### src/rtl/mem_arbiter_if.sv
// Requester and memory signals of the unified-memory arbiter.
// master: arbiter side; slave: requesters plus memory.
interface mem_arbiter_if #(
  parameter int ADDR_WIDTH = 8,
  parameter int DATA_WIDTH = 16
);
  logic                  fetchReq;
  logic [ADDR_WIDTH-1:0] fetchAddr;
  logic                  fetchReady;
  logic [DATA_WIDTH-1:0] fetchData;
  logic                  dataReq;
  logic                  dataWrite;
  logic [ADDR_WIDTH-1:0] dataAddr;
  logic [DATA_WIDTH-1:0] dataWData;
  logic                  dataReady;
  logic [DATA_WIDTH-1:0] dataRData;
  logic                  busy;
  logic                  memEnable;
  logic                  memWriteEnable;
  logic [ADDR_WIDTH-1:0] memAddress;
  logic [DATA_WIDTH-1:0] memWriteData;
  logic [DATA_WIDTH-1:0] memReadData;

  modport master (
    input  fetchReq, fetchAddr,
    input  dataReq, dataWrite, dataAddr, dataWData,
    input  memReadData,
    output fetchReady, fetchData,
    output dataReady, dataRData, busy,
    output memEnable, memWriteEnable,
    output memAddress, memWriteData
  );

  modport slave (
    output fetchReq, fetchAddr,
    output dataReq, dataWrite, dataAddr, dataWData,
    output memReadData,
    input  fetchReady, fetchData,
    input  dataReady, dataRData, busy,
    input  memEnable, memWriteEnable,
    input  memAddress, memWriteData
  );
endinterface

### src/rtl/mem_arbiter.sv
// Round-robin arbiter sharing one unified memory between the
// fetch and data requesters; one access cycle per grant.
module mem_arbiter #(
  parameter int ADDR_WIDTH = 8,
  parameter int DATA_WIDTH = 16,
  parameter bit DATA_FIRST = 1'b1
) (
  input  logic           clock,
  input  logic           resetN,
  mem_arbiter_if.master  bus
);

  typedef enum logic [1:0] {
    IDLE,
    FETCH,
    DATA
  } state_e;

  state_e                state_q;
  logic                  rrLast_q;
  logic                  fReady_q;
  logic                  dReady_q;
  logic [DATA_WIDTH-1:0] fData_q;
  logic [DATA_WIDTH-1:0] rData_q;
  logic                  busy_q;
  logic                  en_q;
  logic                  we_q;
  logic [ADDR_WIDTH-1:0] addr_q;
  logic [DATA_WIDTH-1:0] wdata_q;

  logic fElig, dElig;
  logic pickD, pickF;

  // rrLast_q = 1 means data won the last grant
  always_comb begin
    fElig = bus.fetchReq & ~fReady_q;
    dElig = bus.dataReq & ~dReady_q;
    pickD = dElig & (~fElig | ~rrLast_q);
    pickF = fElig & ~pickD;
  end

  always_ff @(posedge clock or negedge resetN) begin
    if (!resetN) begin
      state_q  <= IDLE;
      rrLast_q <= ~DATA_FIRST;
      fReady_q <= 1'b0;
      dReady_q <= 1'b0;
      fData_q  <= '0;
      rData_q  <= '0;
      busy_q   <= 1'b0;
      en_q     <= 1'b0;
      we_q     <= 1'b0;
      addr_q   <= '0;
      wdata_q  <= '0;
    end else begin
      fReady_q <= 1'b0;
      dReady_q <= 1'b0;
      unique case (state_q)
        IDLE: begin
          if (pickD) begin
            state_q  <= DATA;
            rrLast_q <= 1'b1;
            busy_q   <= 1'b1;
            en_q     <= 1'b1;
            we_q     <= bus.dataWrite;
            addr_q   <= bus.dataAddr;
            wdata_q  <= bus.dataWData;
          end else if (pickF) begin
            state_q  <= FETCH;
            rrLast_q <= 1'b0;
            busy_q   <= 1'b1;
            en_q     <= 1'b1;
            we_q     <= 1'b0;
            addr_q   <= bus.fetchAddr;
            wdata_q  <= '0;
          end
        end
        FETCH: begin
          fData_q  <= bus.memReadData;
          fReady_q <= 1'b1;
          state_q  <= IDLE;
          busy_q   <= 1'b0;
          en_q     <= 1'b0;
          we_q     <= 1'b0;
          addr_q   <= '0;
          wdata_q  <= '0;
        end
        DATA: begin
          if (!we_q) rData_q <= bus.memReadData;
          dReady_q <= 1'b1;
          state_q  <= IDLE;
          busy_q   <= 1'b0;
          en_q     <= 1'b0;
          we_q     <= 1'b0;
          addr_q   <= '0;
          wdata_q  <= '0;
        end
        default: state_q <= IDLE;
      endcase
    end
  end

  assign bus.fetchReady     = fReady_q;
  assign bus.fetchData      = fData_q;
  assign bus.dataReady      = dReady_q;
  assign bus.dataRData      = rData_q;
  assign bus.busy           = busy_q;
  assign bus.memEnable      = en_q;
  assign bus.memWriteEnable = we_q;
  assign bus.memAddress     = addr_q;
  assign bus.memWriteData   = wdata_q;

endmodule

### src/flat_wrapper.sv
// flat-port wrapper written by rule: the top's interface ports become plain ports
module mem_arbiter_flat 
#(
  parameter int ADDR_WIDTH = 8,
  parameter int DATA_WIDTH = 16,
  parameter bit DATA_FIRST = 1'b1
)
  (clock, resetN, bus_fetchReq, bus_fetchAddr, bus_dataReq, bus_dataWrite, bus_dataAddr, bus_dataWData, bus_memReadData, bus_fetchReady, bus_fetchData, bus_dataReady, bus_dataRData, bus_busy, bus_memEnable, bus_memWriteEnable, bus_memAddress, bus_memWriteData);
  mem_arbiter_if #(.ADDR_WIDTH(ADDR_WIDTH), .DATA_WIDTH(DATA_WIDTH)) bus_i ();
  input  logic clock;
  input  logic resetN;
  input wire logic [$bits(bus_i.fetchReq)-1:0] bus_fetchReq;
  input wire logic [$bits(bus_i.fetchAddr)-1:0] bus_fetchAddr;
  input wire logic [$bits(bus_i.dataReq)-1:0] bus_dataReq;
  input wire logic [$bits(bus_i.dataWrite)-1:0] bus_dataWrite;
  input wire logic [$bits(bus_i.dataAddr)-1:0] bus_dataAddr;
  input wire logic [$bits(bus_i.dataWData)-1:0] bus_dataWData;
  input wire logic [$bits(bus_i.memReadData)-1:0] bus_memReadData;
  output wire logic [$bits(bus_i.fetchReady)-1:0] bus_fetchReady;
  output wire logic [$bits(bus_i.fetchData)-1:0] bus_fetchData;
  output wire logic [$bits(bus_i.dataReady)-1:0] bus_dataReady;
  output wire logic [$bits(bus_i.dataRData)-1:0] bus_dataRData;
  output wire logic [$bits(bus_i.busy)-1:0] bus_busy;
  output wire logic [$bits(bus_i.memEnable)-1:0] bus_memEnable;
  output wire logic [$bits(bus_i.memWriteEnable)-1:0] bus_memWriteEnable;
  output wire logic [$bits(bus_i.memAddress)-1:0] bus_memAddress;
  output wire logic [$bits(bus_i.memWriteData)-1:0] bus_memWriteData;
  assign bus_i.fetchReq = bus_fetchReq;
  assign bus_i.fetchAddr = bus_fetchAddr;
  assign bus_i.dataReq = bus_dataReq;
  assign bus_i.dataWrite = bus_dataWrite;
  assign bus_i.dataAddr = bus_dataAddr;
  assign bus_i.dataWData = bus_dataWData;
  assign bus_i.memReadData = bus_memReadData;
  assign bus_fetchReady = bus_i.fetchReady;
  assign bus_fetchData = bus_i.fetchData;
  assign bus_dataReady = bus_i.dataReady;
  assign bus_dataRData = bus_i.dataRData;
  assign bus_busy = bus_i.busy;
  assign bus_memEnable = bus_i.memEnable;
  assign bus_memWriteEnable = bus_i.memWriteEnable;
  assign bus_memAddress = bus_i.memAddress;
  assign bus_memWriteData = bus_i.memWriteData;
  mem_arbiter #(.ADDR_WIDTH(ADDR_WIDTH), .DATA_WIDTH(DATA_WIDTH), .DATA_FIRST(DATA_FIRST)) u_core (.clock(clock), .resetN(resetN), .bus(bus_i));
endmodule
### config.mk
export PLATFORM = sky130hd
export DESIGN_NAME = mem_arbiter_flat
export DESIGN_NICKNAME = d
export VERILOG_FILES = /design/src/rtl/mem_arbiter_if.sv /design/src/rtl/mem_arbiter.sv /design/src/flat_wrapper.sv
export SDC_FILE = /design/constraint.sdc
export NUM_CORES = 1
export LEC_CHECK = 0
export CORE_AREA = 2 2 91 71
export DETAILED_ROUTE_END_ITERATION = 10
export DIE_AREA = 0 0 93 73
export GPL_ROUTABILITY_DRIVEN = 0
export PLACE_DENSITY_LB_ADDON = 0.08
export SLEW_MARGIN = 25
export SYNTH_ARGS = -nofsm -noshare
export SYNTH_HDL_FRONTEND = slang
export SYNTH_SLANG_ARGS = --single-unit
### constraint.sdc
create_clock -name clock -period 3.5 [get_ports clock]
set_input_delay 0.7 -clock clock [delete_from_list [all_inputs] [get_ports clock]]
set_output_delay 0.7 -clock clock [all_outputs]
set_load 0.03 [all_outputs]
==> flow_summary.json, run 1 <==
{
  "run_status": "completed",
  "via_count_of_the_first_global_routing_pass": 1723,
  "timing.hold.worst.class": "reg -> reg",
  "setup_violations": 0,
  "clk_transition_reported_paths_ns": 0.06,
  "drt-wirelength-per-cell_um": 14.7,
  "final_cell_count_no_fill": 370,
  "synth_nets": 227,
  "nFillCells": 482,
  "synth_top_area_cell": "dfrtp_1",
  "clockBufferDepth": 2,
  "hold_slack_final_ns": 0.476,
  "post_synth_instance_area_mm2": 0.00250,
  "synth_edf_count": 0,
  "count_of_placed_standard_cells_including_taps": 355,
  "top_signal_layer_used": "met4",
  "io_pins": 114,
  "floorplan.initialDensity_pct": 41.7,
  "antennaDiodeCount": 0,
  "cts.hold.buffers_added": 0,
  "drt_pre_antenna_iters": 4,
  "wl_met2_um": 2420,
  "floorplan_die_area_mm2": 0.00679,
  "irDropWorstVdd_v": 0.000524,
  "cts_post_setup_buffers_inserted": 0,
  "reg2reg_from": "u_core.bus.dataReady",
  "critical_path_peak_fanout": 17,
  "postRouteAntennaNets": 0,
  "worst_margin_slew_ns": 0.797,
  "routed_via_density": 4.73,
  "rsz_0062_raised_after_global_routing": "false",
  "netlist.area_leader.share_pct": 62.9,
  "met3RoutedLength_um": 529,
  "first_iter_violations": 43,
  "clkSinkCount": 63,
  "post-place-ws_ns": 0.922,
  "hold_path.startpoint": "u_core.bus.memAddress[0]",
  "utilization_pct": 64.3,
  "finalSetupTns_ns": 0,
  "cell_chain_critical_path": "clkdlybuf4s50_1, nand2b_1, o21bai_2, nor3_4, a22o_1",
  "worst_path_max_delay_cell": "nor3_4",
  "timing_worst_setup_path_type": "in -> reg",
  "worst_skew_pair_latency_ns": 0.33,
  "r2r.worst_path.cells": 4,
  "powerDensity_mw_per_mm2": 1030,
  "worst-endpoint-arrival_ns": 2.51,
  "cp_slowest_stage_delay_ns": 0.59,
  "final-max-slew-violation-count": 0,
  "dominant_cell_by_count_in_the_synthesized_netlist": "dfrtp_1",
  "cpLargestDelayFamily": "simple AND/OR/NAND/NOR gates",
  "finalWirelength_um": 5430,
  "wire_length_of_the_first_global_routing_pass_um": 8560,
  "hpwl_after_dpl_um": 3780,
  "row_count": 25,
  "final_period_demand_of_the_worst_path_ns": 2.24,
  "synth.top_cells.by_count": "dfrtp_1, mux2_2, a22o_1, nand2_1",
  "grt_max_degree": 64,
  "synth.avg_cell_area_um2": 14.7,
  "antenna_found_initial": 0,
  "gr-total-overflow": 0,
  "cts.root.buffer_cell": "clkbuf_8",
  "crit_path_end_kind": "flip-flop",
  "max_clock_freq_mhz": 446,
  "synthToLayoutAreaGrowth_pct": 54.1,
  "cts-buffers-inserted": 9,
  "hold_viol": 0,
  "drt-met1-wl_um": 2400,
  "crit_path_start": "bus_dataReq",
  "tritoncts": "built",
  "critical_path.reg2reg.endpoint": "u_core.bus.memWriteData[8]",
  "layout_setup_ws_ns": 1.26,
  "synthesis.instances": 170,
  "finalCritPeriodShare_pct": 64.0,
  "cap_violations": 0,
  "synth_flop_cell": "dfrtp_1",
  "worst_setup_path_start_kind": "input port",
  "cells_taking_the_most_area_after_synthesis": "dfrtp_1, mux2_2, a22o_1",
  "final_layout_size_suffix_gt1_share_pct": 21.1,
  "endpoint": "u_core.bus.memWriteData[8]",
  "buffer_ports.inserted": 113,
  "r2r_slack_ns": 1.63,
  "timing.critical_path.buf_inv": 1,
  "ys_async_sr_fraction_pct": 100,
  "post-route-drc-count": 0,
  "floorplan.die.height_um": 73,
  "final.setup_skew_ns": 0.00750,
  "leakagePower_nw": 1.68,
  "timing.slew.headroom_pct": 46.9,
  "cp_num_cells": 5,
  "vias": 1750,
  "layout.nets": 342,
  "yosysUniqueCellTypes": 21,
  "worst_ep_required_time_ns": 3.77,
  "clock_tree.htree_level_count": 3,
  "fp.coreArea_mm2": 0.00601,
  "die_width_um": 93,
  "synth.yosys.warnings": 0,
  "post_cts.resized_instances": 0,
  "synth-seq-area-share_pct": 62.9,
  "global_route_usage_over_all_layers_pct": 16.9,
  "ys_ff_latch": 63
}
-- per-stage QoR --
step,total power [mW],cell area (um2)
3_5_place_dp,3.44,3680
2_1_floorplan,2.60,2500
3_3_place_gp,3.41,3680
5_1_grt,4.20,3860
4_1_cts,4.03,3860
6_report,3.97,3860
-- layout make-up --
type | instances | area [um2] | share of cell area [%]
clock buffer | 12 | 165 | 4.28
clock inverter | 3 | 17.5 | 0.454
inverter | 4 | 15.0 | 0.389
multi-input combinational | 92 | 845 | 21.9
sequential | 63 | 1580 | 40.8
tap | 81 | 101 | 2.62
timing repair buffer | 115 | 1140 | 29.6
-- kinds of logic after synthesis --
group           after synthesis  synth area share [%]
buf+inv                      15                  3.35
mux                          40                  17.6
simple gates                 18                  4.00
compound gates               30                  10.1
fa+ha+maj                     4                  2.00
flops                        63                  62.9
-- cell usage in the layout (no fill, tap or decap) --
cell type / instances
o21ai_2: 8
clkdlybuf4s50_1: 112
nand2_1: 12
mux2i_1: 8
clkinvlp_4: 1
nor3_4: 1
clkbuf_8: 12
nand2b_4: 1
clkinv_2: 2
dfrtp_1: 63
buf_4: 2
a31o_1: 1
a22o_1: 17
o21bai_2: 1
a21oi_1: 1
and3_1: 1
nand2b_1: 2
ha_1: 4
o21ai_0: 2
buf_2: 1
inv_1: 4
mux2_2: 32
or2_1: 1
-- registers in the layout, summed over array words and instances, names as in the netlist --
| signal | flops |
|---|---|
| u_core.bus.memAddress | 8 |
| u_core.bus.memWriteData | 16 |
| u_core.bus.fetchData | 16 |
| u_core.bus.memWriteEnable | 1 |
| u_core.bus.dataReady | 1 |
| u_core.bus.dataRData | 16 |
| u_core.rrLast_q | 1 |
| u_core.bus.fetchReady | 1 |
| u_core.bus.busy | 1 |
| u_core.state_q | 2 |
-- report_power, final --
group / leakage [nW] / switching (mW) / total, mW / internal [mW]
logic: 0.806 / 1.18 / 2.16 / 0.977
clock network: 0.0942 / 0.260 / 0.568 / 0.308
registers: 0.780 / 0.174 / 1.25 / 1.07
-- metal layers --
metal	track usage [%]	vias up
met5	0	-
met4	6.86	0
met3	7.54	9
li1	-	829
met1	22.7	834
met2	24.2	78
-- worst min path at each step --
stage                                     to  slack, ns  cells past startpoint
global route        u_core.bus.memAddress[0]       0.51                      2
finish              u_core.bus.memAddress[0]       0.48                      2
detailed placement  u_core.bus.memAddress[0]       0.47                      2
floorplan                    u_core.bus.busy       0.40                      0
CTS                 u_core.bus.memAddress[0]       0.48                      2
global placement    u_core.bus.memAddress[2]       0.46                      2
-- tightest hold or removal path: stages, from the launching register on --
cell and delay (ns):
dfrtp_1 0.34, nand2_1 0.06, o21ai_2 0.05
Note: power is estimated with default switching activity, not from simulation.
==> run 2: changes to the inputs <==
--- a/config.mk
+++ b/config.mk
@@ -5,9 +5,9 @@
 export SDC_FILE = /design/constraint.sdc
 export NUM_CORES = 1
 export LEC_CHECK = 0
-export CORE_AREA = 2 2 91 71
+export CORE_AREA = 2 2 99 77
 export DETAILED_ROUTE_END_ITERATION = 10
-export DIE_AREA = 0 0 93 73
+export DIE_AREA = 0 0 101 79
 export GPL_ROUTABILITY_DRIVEN = 0
 export PLACE_DENSITY_LB_ADDON = 0.08
 export SLEW_MARGIN = 25
==> constraint.sdc (replaced) <==
create_clock -name clock -period 1.9 [get_ports clock]
set_input_delay 0.38 -clock clock [delete_from_list [all_inputs] [get_ports clock]]
set_output_delay 0.38 -clock clock [all_outputs]
set_load 0.03 [all_outputs]
==> run 2 against run 1 <==
Setup slack lost 1.1 ns; combinational power grew 89%; sequential power grew 84%; clock skew shrank 0.0013 ns; cell area grew 1.9%; critical path depth shrank 4; non-clock buffer count grew 6; sequential share of layout area shrank 0.77 points; clock power grew 81%; wire length grew 6.5%; critical endpoint is now bus_memWriteEnable; largest power group unchanged; highest routed layer unchanged.
==> flow_summary.json, run 2 (synthesis gave the netlist of run 1 again) <==
{
  "run_status": "completed",
  "clock_power_share_pct": 13.9,
  "fp.coreArea_mm2": 0.00709,
  "cp_num_cells": 1,
  "routed_via_density": 4.66,
  "power.sequential.fraction_pct": 31.0,
  "worst_ep_required_time_ns": 1.52,
  "via_count_of_the_first_global_routing_pass": 1912,
  "layout_setup_ws_ns": 0.126,
  "layout_common_cells": "clkdlybuf4s50_1, dfrtp_1, mux2_2",
  "tritoncts": "built",
  "row_count": 27,
  "final_period_demand_of_the_worst_path_ns": 1.77,
  "clk_transition_reported_paths_ns": 0.07,
  "cp_slowest_stage_delay_ns": 0.69,
  "floorplan.initialDensity_pct": 35.3,
  "r2r.worst_path.cells": 5,
  "antennaDiodeCount": 0,
  "intPower_mw": 4.39,
  "timing.hold.worst.class": "in -> async",
  "cpLargestDelayFamily": "buffers and inverters",
  "antenna_found_initial": 0,
  "worst_skew_pair_latency_ns": 0.32,
  "power.share.combinational_pct": 55.1,
  "first_iter_violations": 50,
  "worst-endpoint-arrival_ns": 1.39,
  "drt-wirelength-per-cell_um": 15.1,
  "grt_max_degree": 42,
  "nFillCells": 634,
  "drt_pre_antenna_iters": 4,
  "clkSinkCount": 63,
  "finalSetupTns_ns": 0,
  "post-place-ws_ns": 0.000473,
  "die_width_um": 101,
  "setup_violations": 0,
  "finalCritPeriodShare_pct": 93.4,
  "clockBufferDepth": 2,
  "detailed_place.area_mm2": 0.00375,
  "layout_commonest_cell": "clkdlybuf4s50_1",
  "gr-total-overflow": 0,
  "timing_worst_setup_path_type": "reg -> out",
  "synthToLayoutAreaGrowth_pct": 57.1,
  "floorplan_die_area_mm2": 0.00798,
  "postRouteAntennaNets": 0,
  "crit_path_end_kind": "output port",
  "buffer_ports.inserted": 113,
  "switching_share_pct": 40.7,
  "worst_path_max_delay_cell": "clkdlybuf4s50_1",
  "layout.nets": 348,
  "worst_margin_slew_ns": 0.525,
  "final_layout_size_suffix_gt1_share_pct": 22.0,
  "post-route-drc-count": 0,
  "max_clock_freq_mhz": 564,
  "regArea_mm2": 0.00158,
  "floorplan.die.height_um": 79,
  "final-max-slew-violation-count": 0,
  "cts.root.buffer_cell": "clkbuf_8",
  "rsz_0062_raised_after_global_routing": "false",
  "clock_tree.htree_level_count": 3,
  "timing.critical_path.buf_inv": 1,
  "worst_setup_path_start_kind": "flip-flop",
  "global_route_usage_over_all_layers_pct": 15.3,
  "hpwl_after_dpl_um": 4020,
  "leakagePower_nw": 1.71,
  "cell_chain_critical_path": "clkdlybuf4s50_1",
  "cts_post_setup_buffers_inserted": 0,
  "timing.slew.headroom_pct": 65.0,
  "switchingPower_mw": 3.01,
  "multiInputGateArea_um2": 845,
  "finalWirelength_um": 5780,
  "vias": 1786,
  "cts-buffers-inserted": 9,
  "post_route_design_area_mm2": 0.00394,
  "hold_viol": 0,
  "wire_length_of_the_first_global_routing_pass_um": 9340,
  "irDropWorstVdd_v": 0.000936,
  "io_pins": 114,
  "powerDensity_mw_per_mm2": 1880,
  "final.setup_skew_ns": 0.00619,
  "critical_path_peak_fanout": 3,
  "cap_violations": 0
}
run 2: cell count changes in the layout (fill, tap and decap cells not counted):
| cell | before | now |
|---|---|---|
| buf_12 | 0 | 2 |
| buf_4 | 2 | 5 |
| clkbuf_1 | 0 | 2 |
| clkbuf_8 | 12 | 11 |
| dlygate4sd3_1 | 0 | 1 |
run 2: cell type report:
type,count,area share [%]
clock buffers,13,4.04
clock inverters,3,0.445
inverters,4,0.382
multi-input cells,92,21.5
flip-flops and latches,63,40.1
well taps,87,2.77
repair buffers,121,30.8
run 2: metal layers:
layer	vias to the layer above	wire length [um]	track usage, %
met5	-	0	0
met4	0	52	4.46
met3	5	425	6.43
met2	68	2640	24.3
met1	871	2660	19.3
li1	842	-	-
run 2: metrics by stage:
step | util [%] | std cells | hold WS [ns] | total power, mW
2_1_floorplan | - | 170 | 0.0844 | 4.79
3_3_place_gp | 52.8 | 366 | 0.169 | 6.40
3_5_place_dp | 52.8 | 366 | 0.171 | 6.44
4_1_cts | 55.5 | 383 | 0.343 | 7.53
5_1_grt | 55.5 | 383 | 0.348 | 7.85
6_report | 55.5 | 383 | 0.368 | 7.41
run 2: worst reg2reg max path, cell delays in order, from the launching register on:
cell and delay, ns:
dfrtp_1 0.40, inv_1 0.08, ha_1 0.21, a31o_1 0.19, or2_1 0.40, o21ai_2 0.20
run 2: timing repair:
action / CTS / global route
hold buffers: 1 / 0
gates resized for setup: 0 / 0
endpoints found under the hold margin: 1 / 0
run 2: path summary, 6_finish.rpt:
kind	from	to	slack (ns)
max	u_core.bus.memWriteEnable	bus_memWriteEnable	0.13
min	resetN	u_core.bus.memAddress[2]	0.37
max reg2reg	u_core.state_q[1]	u_core.bus.memAddress[1]	0.34
min reg2reg	u_core.bus.memAddress[2]	u_core.bus.memAddress[2]	0.48
max in group asynchronous	resetN	u_core.rrLast_q	0.84
min in group clock	u_core.bus.memAddress[2]	u_core.bus.memAddress[2]	0.48
run 2: power by group through the flow:
stage	Clock [mW]	Combinational [mW]	Sequential (mW)
after global placement	0	4.10	2.30
after global routing	1.14	4.32	2.39
after floorplan	0	1.29	3.50
final	1.03	4.08	2.30
after detailed placement	0	4.13	2.32
after CTS	1.08	4.14	2.30
